[config.mk]
export PLATFORM = sky130hd
export DESIGN_NAME = tick_time_counter
export DESIGN_NICKNAME = d
export VERILOG_FILES = /design/src/rtl/tick_time_counter.sv
export SDC_FILE = /design/constraint.sdc
export NUM_CORES = 1
export LEC_CHECK = 0
export CAP_MARGIN = 20
export CORE_ASPECT_RATIO = 2
export CORE_MARGIN = 2
export CORE_UTILIZATION = 45
export CTS_CLUSTER_DIAMETER = 40
export DETAILED_ROUTE_END_ITERATION = 6
export GPL_ROUTABILITY_DRIVEN = 1
export PLACE_DENSITY_LB_ADDON = 0.25
export SKIP_LAST_GASP = 1
export SYNTH_ARGS = -nofsm -noshare
export SYNTH_HDL_FRONTEND = slang
export SYNTH_SLANG_ARGS = --single-unit
[constraint.sdc]
create_clock -name clk -period 4.07 [get_ports clk]
set_input_delay 0.814 -clock clk [delete_from_list [all_inputs] [get_ports clk]]
set_output_delay 0.814 -clock clk [all_outputs]
set_load 0.05 [all_outputs]
[src/rtl/tick_time_counter.sv]
// BCD MM:SS timekeeper driven by the divider's 1 Hz tick pulse.
// Provides run/pause toggle, manual field adjust and a 59:59 -> 00:00 rollover pulse.
module tick_time_counter #(
  parameter int unsigned TICKS_PER_STEP = 1
) (
  input  logic       clk,
  input  logic       rst,
  input  logic       tick,
  input  logic       pause_btn,
  input  logic       adj,
  input  logic       sel,
  output logic [3:0] min_tens,
  output logic [3:0] min_ones,
  output logic [3:0] sec_tens,
  output logic [3:0] sec_ones,
  output logic       running,
  output logic       rollover
);

  typedef enum logic [1:0] {
    ST_PAUSED = 2'd0,
    ST_RUN    = 2'd1,
    ST_ADJUST = 2'd2
  } state_t;

  localparam logic [7:0] STEP_LAST = 8'(TICKS_PER_STEP - 1);

  state_t     state, state_nx;
  logic       pb_q;
  logic       rise;
  logic [7:0] prescale, prescale_nx;
  logic [7:0] secs, secs_nx;
  logic [7:0] mins, mins_nx;
  logic       roll_nx;

  // Advance a two-digit BCD field 00..59, wrapping to 00.
  function automatic logic [7:0] inc59(input logic [7:0] v);
    logic [3:0] t;
    logic [3:0] o;
    t = v[7:4];
    o = v[3:0];
    if (o >= 4'd9) begin
      o = '0;
      t = (t >= 4'd5) ? 4'd0 : t + 4'd1;
    end else begin
      o = o + 4'd1;
    end
    return {t, o};
  endfunction

  assign rise = pause_btn & ~pb_q;

  always_comb begin
    state_nx = state;
    case (state)
      ST_PAUSED: if (adj) state_nx = ST_ADJUST; else if (rise) state_nx = ST_RUN;
      ST_RUN:    if (adj) state_nx = ST_ADJUST; else if (rise) state_nx = ST_PAUSED;
      ST_ADJUST: if (!adj) state_nx = ST_PAUSED;
      default:   state_nx = ST_PAUSED;
    endcase
  end

  // Ticks are interpreted by the current state; a same-cycle state change only affects later ticks.
  always_comb begin
    prescale_nx = prescale;
    secs_nx     = secs;
    mins_nx     = mins;
    roll_nx     = 1'b0;
    if (tick) begin
      case (state)
        ST_RUN: begin
          if (prescale >= STEP_LAST) begin
            prescale_nx = '0;
            secs_nx     = inc59(secs);
            if (secs == 8'h59) begin
              mins_nx = inc59(mins);
              roll_nx = (mins == 8'h59);
            end
          end else begin
            prescale_nx = prescale + 8'd1;
          end
        end
        ST_ADJUST: begin
          if (sel) mins_nx = inc59(mins);
          else     secs_nx = inc59(secs);
        end
        default: ;
      endcase
    end
    if (state != ST_ADJUST && state_nx == ST_ADJUST) prescale_nx = '0;
  end

  always_ff @(posedge clk) begin
    if (rst) begin
      state    <= ST_PAUSED;
      pb_q     <= 1'b0;
      prescale <= '0;
      secs     <= '0;
      mins     <= '0;
      rollover <= 1'b0;
    end else begin
      state    <= state_nx;
      pb_q     <= pause_btn;
      prescale <= prescale_nx;
      secs     <= secs_nx;
      mins     <= mins_nx;
      rollover <= roll_nx;
    end
  end

  assign min_tens = mins[7:4];
  assign min_ones = mins[3:0];
  assign sec_tens = secs[7:4];
  assign sec_ones = secs[3:0];
  assign running  = (state == ST_RUN);

endmodule

# == After elaboration in Yosys (flattened, before gate mapping) ==
# Cells that the tools add are included.
# op_classes
add_sub_neg,5
order_cmp,5
n_eq_ne,10
mux,20
bitwise,6
n_reduce_logical,8
# op_table
op,n
2-to-1 mux 8 bit,6
one-hot mux 8 bit (2 select lines),2
2-to-1 mux 4 bit,6
adder 4 x 1 -> 4 bit (second input constant),4
equality test 8 x 7 -> 1 bit (second input constant),2
2-to-1 mux 2 bit,5
adder 8 x 1 -> 8 bit (second input constant),1
greater-or-equal comparator 4 x 3 -> 1 bit (second input constant),2
greater-or-equal comparator 4 bit (second input constant),2
greater-or-equal comparator 8 x 1 -> 1 bit (second input constant),1
inequality test 2 bit (second input constant),3
one-hot mux 2 bit (3 select lines),1
inverter 1 bit,5
AND reduction 5 bit,1
OR reduction 5 bit,1
equality test 2 bit (second input constant),2
inequality test 2 x 1 -> 1 bit (second input constant),2
AND reduction 4 bit,1
equality test 2 x 1 -> 1 bit (second input constant),1
logical NOT 2 bit,1
AND reduction 2 bit,1
nonzero test 2 bit,1
OR reduction 2 bit,1
bitwise AND 1 bit,1
logical AND 1 bit,1
# totals
ff_bits,28
input_bits,6
output_inout_bits,18
elab_cells,60

# == Longest topological paths before layout ==
# logic_depth
depth_word,8
ltp_mapped,7
mapped_depth_nobuf,6

# == Worst setup path before layout ==
# OpenSTA, ideal clock, no wires.
# synth_path
path_kind,reg2reg
from,register secs[1]
to,register secs[4]
setup_time_ns,0.081
t_arrival_ns,1.964
required_time_ns,3.989
path_slack_ns,2.025
path_stages_with_launch,7
n_path_buf,0
synth_period_minus_slack_ns,2.045
cell_sequence,dfxtp_1 -> inv_1 -> ha_1 -> or3b_2 -> o2111ai_1 -> nand2_1 -> a22oi_1
# synth_via
elab_chain_len,4
elab_cells_between_ends,5
cone_classes,order compare: 1; mux: 4
# synth_lines
item,line_no,source
from (decl),32,"logic [7:0] secs, secs_nx;"
from (signal assigned),105,secs <= secs_nx;
greater-or-equal comparator 4 bit (*),42,if (o >= 4'd9) begin
2-to-1 mux 4 bit (*),--,
"2-to-1 mux 8 bit, on equally long branches",--,
one-hot mux 8 bit (2 select lines) (*),--,
# Mark *: on every way between the ends. The rest lies on a longest branch, timed or not. The select of a mux whose other input is x is not followed.
# A chain may end at the register's enable or synchronous reset.

# == Worst setup path in the final report ==
# layout_path
from,register state[1]
to,output running
# layout_via
elab_chain_len,1
# layout_lines
item,line_no,source
from (decl),28,"state_t state, state_nx;"
from (signal assigned),102,state <= state_nx;
equality test 2 x 1 -> 1 bit,115,assign running = (state == ST_RUN);
to (decl),16,"output logic running,"
# Every way passes these cells.

==> key figures <==
Status
  – Status: completed

STA
  – Final count of hold timing violations: 0
  – Min Hold Slack: 513 ps
  – Layout Skew: 3.84 ps
  – FMAX: 0.389 GHz
  – Slew margin rel.: 50.5%
  – Fin. max-slew vios: 0
  – Actual transition at the worst max-transition pin: 740 ps
  – RSZ-0062 raised after global routing: no
  – Final Cycle Share: 63.2%
  – Min Tclk post-route: 2570 ps
  – Setup TNS Final: 0 ps
  – Final setup fails: 0

Critical path
  – Crit path DAT: 1760 ps
  – Crit end category: output pin
  – Critical Path Start Type: flip-flop
  – Worst Path Max Fanout: 5
  – Crit path required time: 3260 ps
  – WS Path Type: reg -> out

Yosys
  – Primary FF master, synth: dfxtp_1
  – Syn Nets: 157
  – Yosys Warn Count: 0
  – Compound-cell area share of the yosys netlist: 15.6%
  – Post-synthesis register bit count: 20
  – Seq/Total Area, Yosys: 33.5%
  – Largest family of logic cells by synthesized area: simple AND/OR/NAND/NOR gates
  – Post-synthesis mux area share: 2.52%
  – Simple-Gate Fraction of Synth Area: 24.0%
  – Cell count after synthesis: 136
  – Ys async rst share: 0%
  – Area of the mapped netlist: 1190 um^2
  – Synth unique cells: 41
  – Post-synth EDFFs: 0
  – Syn Area/Cell: 8.78 um^2
  – Synth Area in XOR/XNOR: 2.20%
  – Post-Synth Adder-Cell Area: 15.7%

Global routing
  – Vias in the first global route: 1,044
  – Pin count of the biggest net entering global routing: 12
  – Initial antenna violation count: 0
  – Total global routing overflow: 0
  – GRT Overall Usage: 19.6%
  – First-pass GRT wire length: 4510 um

Place
  – Detail Placement HPWL: 2070 um
  – Routability cong.: 0.731
  – # port buffers: 23
  – Placed cells: 184
  – Area post-placement: 1440 um^2

Clock network
  – CTS tree: done
  – Post-CTS Hold Buffers: 0
  – Clock Sinks: 20
  – Root buffer cell: clkbuf_8
  – H-tree depth: 1
  – # Post-CTS Setup Buffers: 0
  – CTS Buf Count: 3
  – Clk buf depth: 2
  – Clk pin slew, worst setup/hold paths: 70 ps
  – Post-cts sizing count: 0
  – Clk_lat worst skew: 260 ps

Die
  – Die ar.: 3110 um^2
  – Row count: 26
  – Ports: 24
  – Die extent in x: 40.4 um
  – Core Box Area: 2540 um^2
  – Die Y: 76.8 um
  – Initial Util: 47.0%

Finish
  – Layout cells sized above 1: 3.77%
  – Post-route cell area: 1480 um^2
  – Area delta synth->final: 24.0%
  – Non-filler instance count after layout: 187
  – Layout Nets: 182
  – Final core utilization: 58.3%
  – Diodes inserted: 0

Routing
  – Residual DRC count: 0
  – Detailed Routing Iterations Pass 1: 4
  – Routed wire length: 2590 um
  – DR vias/cell: 5.68
  – Iter 0 DRT Violations: 18
  – Antenna Nets Post-Route: 0
  – Vias post-DR: 1,063
  – Avg WL per Cell: 13.8 um

Power and ir drop
  – Leakage power: 0.566 nW
  – Worst VDD drop: 0.183 mV
  – PD cells: 270 nW/um^2

Hold path
  – Hold Crit Class: reg -> reg

Job
  – Max Cap Viol: 0
## per-layer routing
layer  vias to the layer above  part of all wire (%)  routed length [um]  global-route usage (%)
li1                        530                     -                   -                       -
met2                        31                    55                1420                    33.8
met4                         0                   3.1                  79                    9.00
met5                         -                     0                   0                       0
met1                       493                    39                1010                    21.7
met3                         9                   3.1                  80                    2.31
## per-stage QoR
stage,power (mW),setup slack (ps)
2_1_floorplan,0.253,2020
3_3_place_gp,0.268,1430
3_5_place_dp,0.272,1380
4_1_cts,0.402,1480
5_1_grt,0.417,1420
6_report,0.399,1500
## worst paths after layout
kind             end  depth (start not counted)      from  slack (ps)
max          running                          3  state[1]        1500
min          mins[5]                          2   mins[5]         510
max reg2reg  mins[6]                          6  state[0]        1880
min reg2reg  mins[5]                          2   mins[5]         510
## final cells by class
class,instances,area [um^2]
Fill cell,237,1060
Multi-Input combinational cell,98,717
Sequential cell,20,400
Timing Repair Buffer,23,230
Inverter,15,56.3
Clock buffer,3,41.3
Tap cell,28,35.0
## worst max-delay path, stage by stage (launching register included)
cell and delay [ps]:
dfxtp_1 330, inv_1 80, ha_1 260, clkdlybuf4s50_1 840
## sequential cells by signal, indices dropped and copies added (netlist names)
| name | cells |
|---|---|
| mins | 8 |
| secs | 8 |
| state | 2 |
| pb_q | 1 |
| rollover | 1 |
## synthesized netlist by cell type, types with 2 or more instances
master	number	area (um^2)
a21oi_1	7	35.0
a22oi_1	2	15.0
and3_1	2	12.5
dfxtp_1	20	400
ha_1	15	188
inv_1	15	56.3
mux2i_1	3	30.0
nand2_1	5	18.8
nand2b_1	3	18.8
nand3_1	7	35.0
nand3b_1	2	15.0
nor2_1	11	41.3
nor2b_1	4	25.0
nor4_1	2	12.5
o211ai_1	2	15.0
o21ai_0	5	25.0
o31ai_1	2	15.0
or3_1	3	18.8
or4_1	3	22.5
xor2_1	2	17.5
## cells by family after synthesis
logic type | count (synthesis)
xor gates and xnor gates | 3
buffers and inverters | 18
and+or+nand+nor | 49
muxes | 3
DFF | 20
AOI/OAI and AO/OA | 28
adders and majority gates | 15
## cell usage in the layout, fill, tap and decap left out, drive strengths merged, types with 2 or more instances in the layout
master / n
inv: 15
nand3: 7
o211ai: 2
and3: 2
nor2b: 5
nand3b: 2
clkbuf: 3
nand2b: 3
nor2: 11
a21oi: 7
nand2: 5
o21ai: 5
mux2i: 3
o31ai: 2
or3: 4
nor4: 2
a22oi: 2
or4: 3
dfxtp: 20
clkdlybuf4s50: 23
xor2: 2
ha: 15
## power by group
| part | leakage, nW | total [mW] | switching (mW) | internal, mW |
|---|---|---|---|---|
| Clock | 0.0216 | 0.132 | 0.0662 | 0.0661 |
| Combinational | 0.383 | 0.0621 | 0.0371 | 0.0250 |
| Sequential | 0.162 | 0.205 | 0.00471 | 0.200 |
| Total | 0.566 | 0.399 | 0.108 | 0.291 |
No activity file was read; power rests on OpenSTA's default activity.
==> RTL change, RTL diff (same settings) <==
Re-encode `state_t` (3 states) as one-hot, 3 bits wide.
--- a/src/rtl/tick_time_counter.sv
+++ b/src/rtl/tick_time_counter.sv
@@ -19,6 +19,6 @@
 
-  typedef enum logic [1:0] {
-    ST_PAUSED = 2'd0,
-    ST_RUN    = 2'd1,
-    ST_ADJUST = 2'd2
+  typedef enum logic [2:0] {
+    ST_PAUSED = 3'b001,
+    ST_RUN    = 3'b010,
+    ST_ADJUST = 3'b100
   } state_t;
Check against the original RTL: same outputs for any inputs over 10 cycles, from zero or initial values and one cycle with rst high; not proved beyond that.
==> RTL change against the original RTL <==
- wire length is 4.3% higher
- hold slack better by 0.017 ns
- die area is 7.7% higher
- synthesized area is 8.4% higher
- global-route usage is 1.6 points lower
- sequential cell count is 1 higher
- clock skew is 0.0014 ns lower
- cell area is 6.4% higher
- total power is 3.9% lower
- cell count is 3.7% higher
- worst setup slack worse by 0.38 ns
- largest power group unchanged
==> RTL change: results (changes against the original RTL) <==
{| class="wikitable"
! Metric !! Value
|-
| Critical Path Fanout Max || 8 (+3)
|-
| Share of the yosys chip area belonging to registers || 32.5% (-1.0 points)
|-
| Synth area leaders || dfxtp_1 32%, ha_1 12%, a21oi_1 4.6%
|-
| Largest stage delay on the critical path || 0.79 ns (-0.05 ns)
|-
| Clock distribution area overhead in the final layout || 2.86% (+0.070 points)
|-
| Number of vias after detailed routing || 1137 (+7.0%)
|-
| Number of standard-cell rows in the floorplan || 27 (+3.8%)
|-
| Clock tree skew after final layout || 0.00243 ns (-0.00141 ns)
|-
| Met3 usage in global routing || 2.71% (+0.40 points)
|-
| Total of clock buffers placed in the layout || 4 (+1)
|-
| Minimum hold slack || 0.529 ns (+0.0167 ns)
|-
| Largest registers || mins: 8 flops, secs: 8 flops, state: 3 flops
|-
| Number of cells traversed by the worst register-to-register path || 5 (-1)
|-
| Detail Placement HPWL || 2100 um (+1.6%)
|-
| Number of synthesized register bits || 21 (+5.0%)
|-
| Net Count, Synth || 160 (+1.9%)
|-
| Switching fraction of total power || 23.6% (-3.5 points)
|-
| End of the worst register-to-register path || secs[2]
|-
| Storage element area || 420 um2 (+5.0%)
|-
| Multi-input combinational cell area || 791 um2 (+10%)
|-
| Leakage power figure || 0.576 nW (+1.7%)
|-
| Proportion of layout cells with a drive suffix above 1 || 8.48% (+4.7 points)
|-
| Power attributed to the clock group || 137 uW (+4%)
|-
| Instance area at placement || 1530 um2 (+6.3%)
|-
| Data arrival time of the worst path || 2.14 ns (+0.38 ns)
|-
| First-iteration detailed-routing DRC count || 27 (+9)
|-
| Result of the run || complete, no violations
|-
| Leading cell types by count after synthesis || 21 x dfxtp_1, 14 x inv_1, 12 x a21oi_1, 12 x ha_1, 10 x o21ai_0
|-
| Routability-driven placement congestion ratio || 0.732 (+0.26%)
|-
| Routing usage on met2 || 34.8% (+1.0 points)
|-
| Number of nets in the final layout || 184 (+1.1%)
|-
| Max VDD drop || 0.000260 V (+42%)
|-
| Maximum number of pins on one net before global-route repair || 19 (+7)
|-
| Total Wirelength || 2700 um (+4.3%)
|-
| FF-to-FF Start || secs[1]
|-
| Hold endpoint || mins[2]
|-
| Register-to-register path setup slack || 2.06 ns (+0.18 ns)
|-
| Beginning of the worst hold path || mins[2]
|-
| Area share of the largest cell type after synthesis || 32.5% (-1.0 points)
|-
| Filler Cell Count || 250 (+5.5%)
|-
| Actual slew at the worst max-slew pin || 0.878 ns (+0.138 ns)
|}
[RTL change: cell count changes after synthesis, sizes merged, moves of 3 or more]
cell	before	now
nand2	5	2
o21ai	5	11
or3	4	1
ha	15	12
nor2	11	4
a21oi	7	12
nor3	0	4
or4	3	7
[RTL change: cells by family (layout without fill, tap and decap cells)]
family	after synthesis	count (layout)	share of synthesized area, %
muxes	1	1	0.774
buffers and inverters	18	41	6.38
xor gates and xnor gates	3	3	2.03
and+or+nand+nor	44	44	23.0
DFF	21	21	32.5
AOI/OAI and AO/OA	43	43	23.7
adders and majority gates	12	12	11.6
[RTL change: stage by stage]
step,total power [mW],utilization [%],setup WS (ns),std cells
after floorplan,0.240,-,1.98,142
after global placement,0.250,55.9,1.43,190
after detailed placement,0.251,55.9,1.39,190
after CTS,0.386,57.6,1.10,194
after global routing,0.400,57.6,1.02,194
final,0.384,57.6,1.11,194
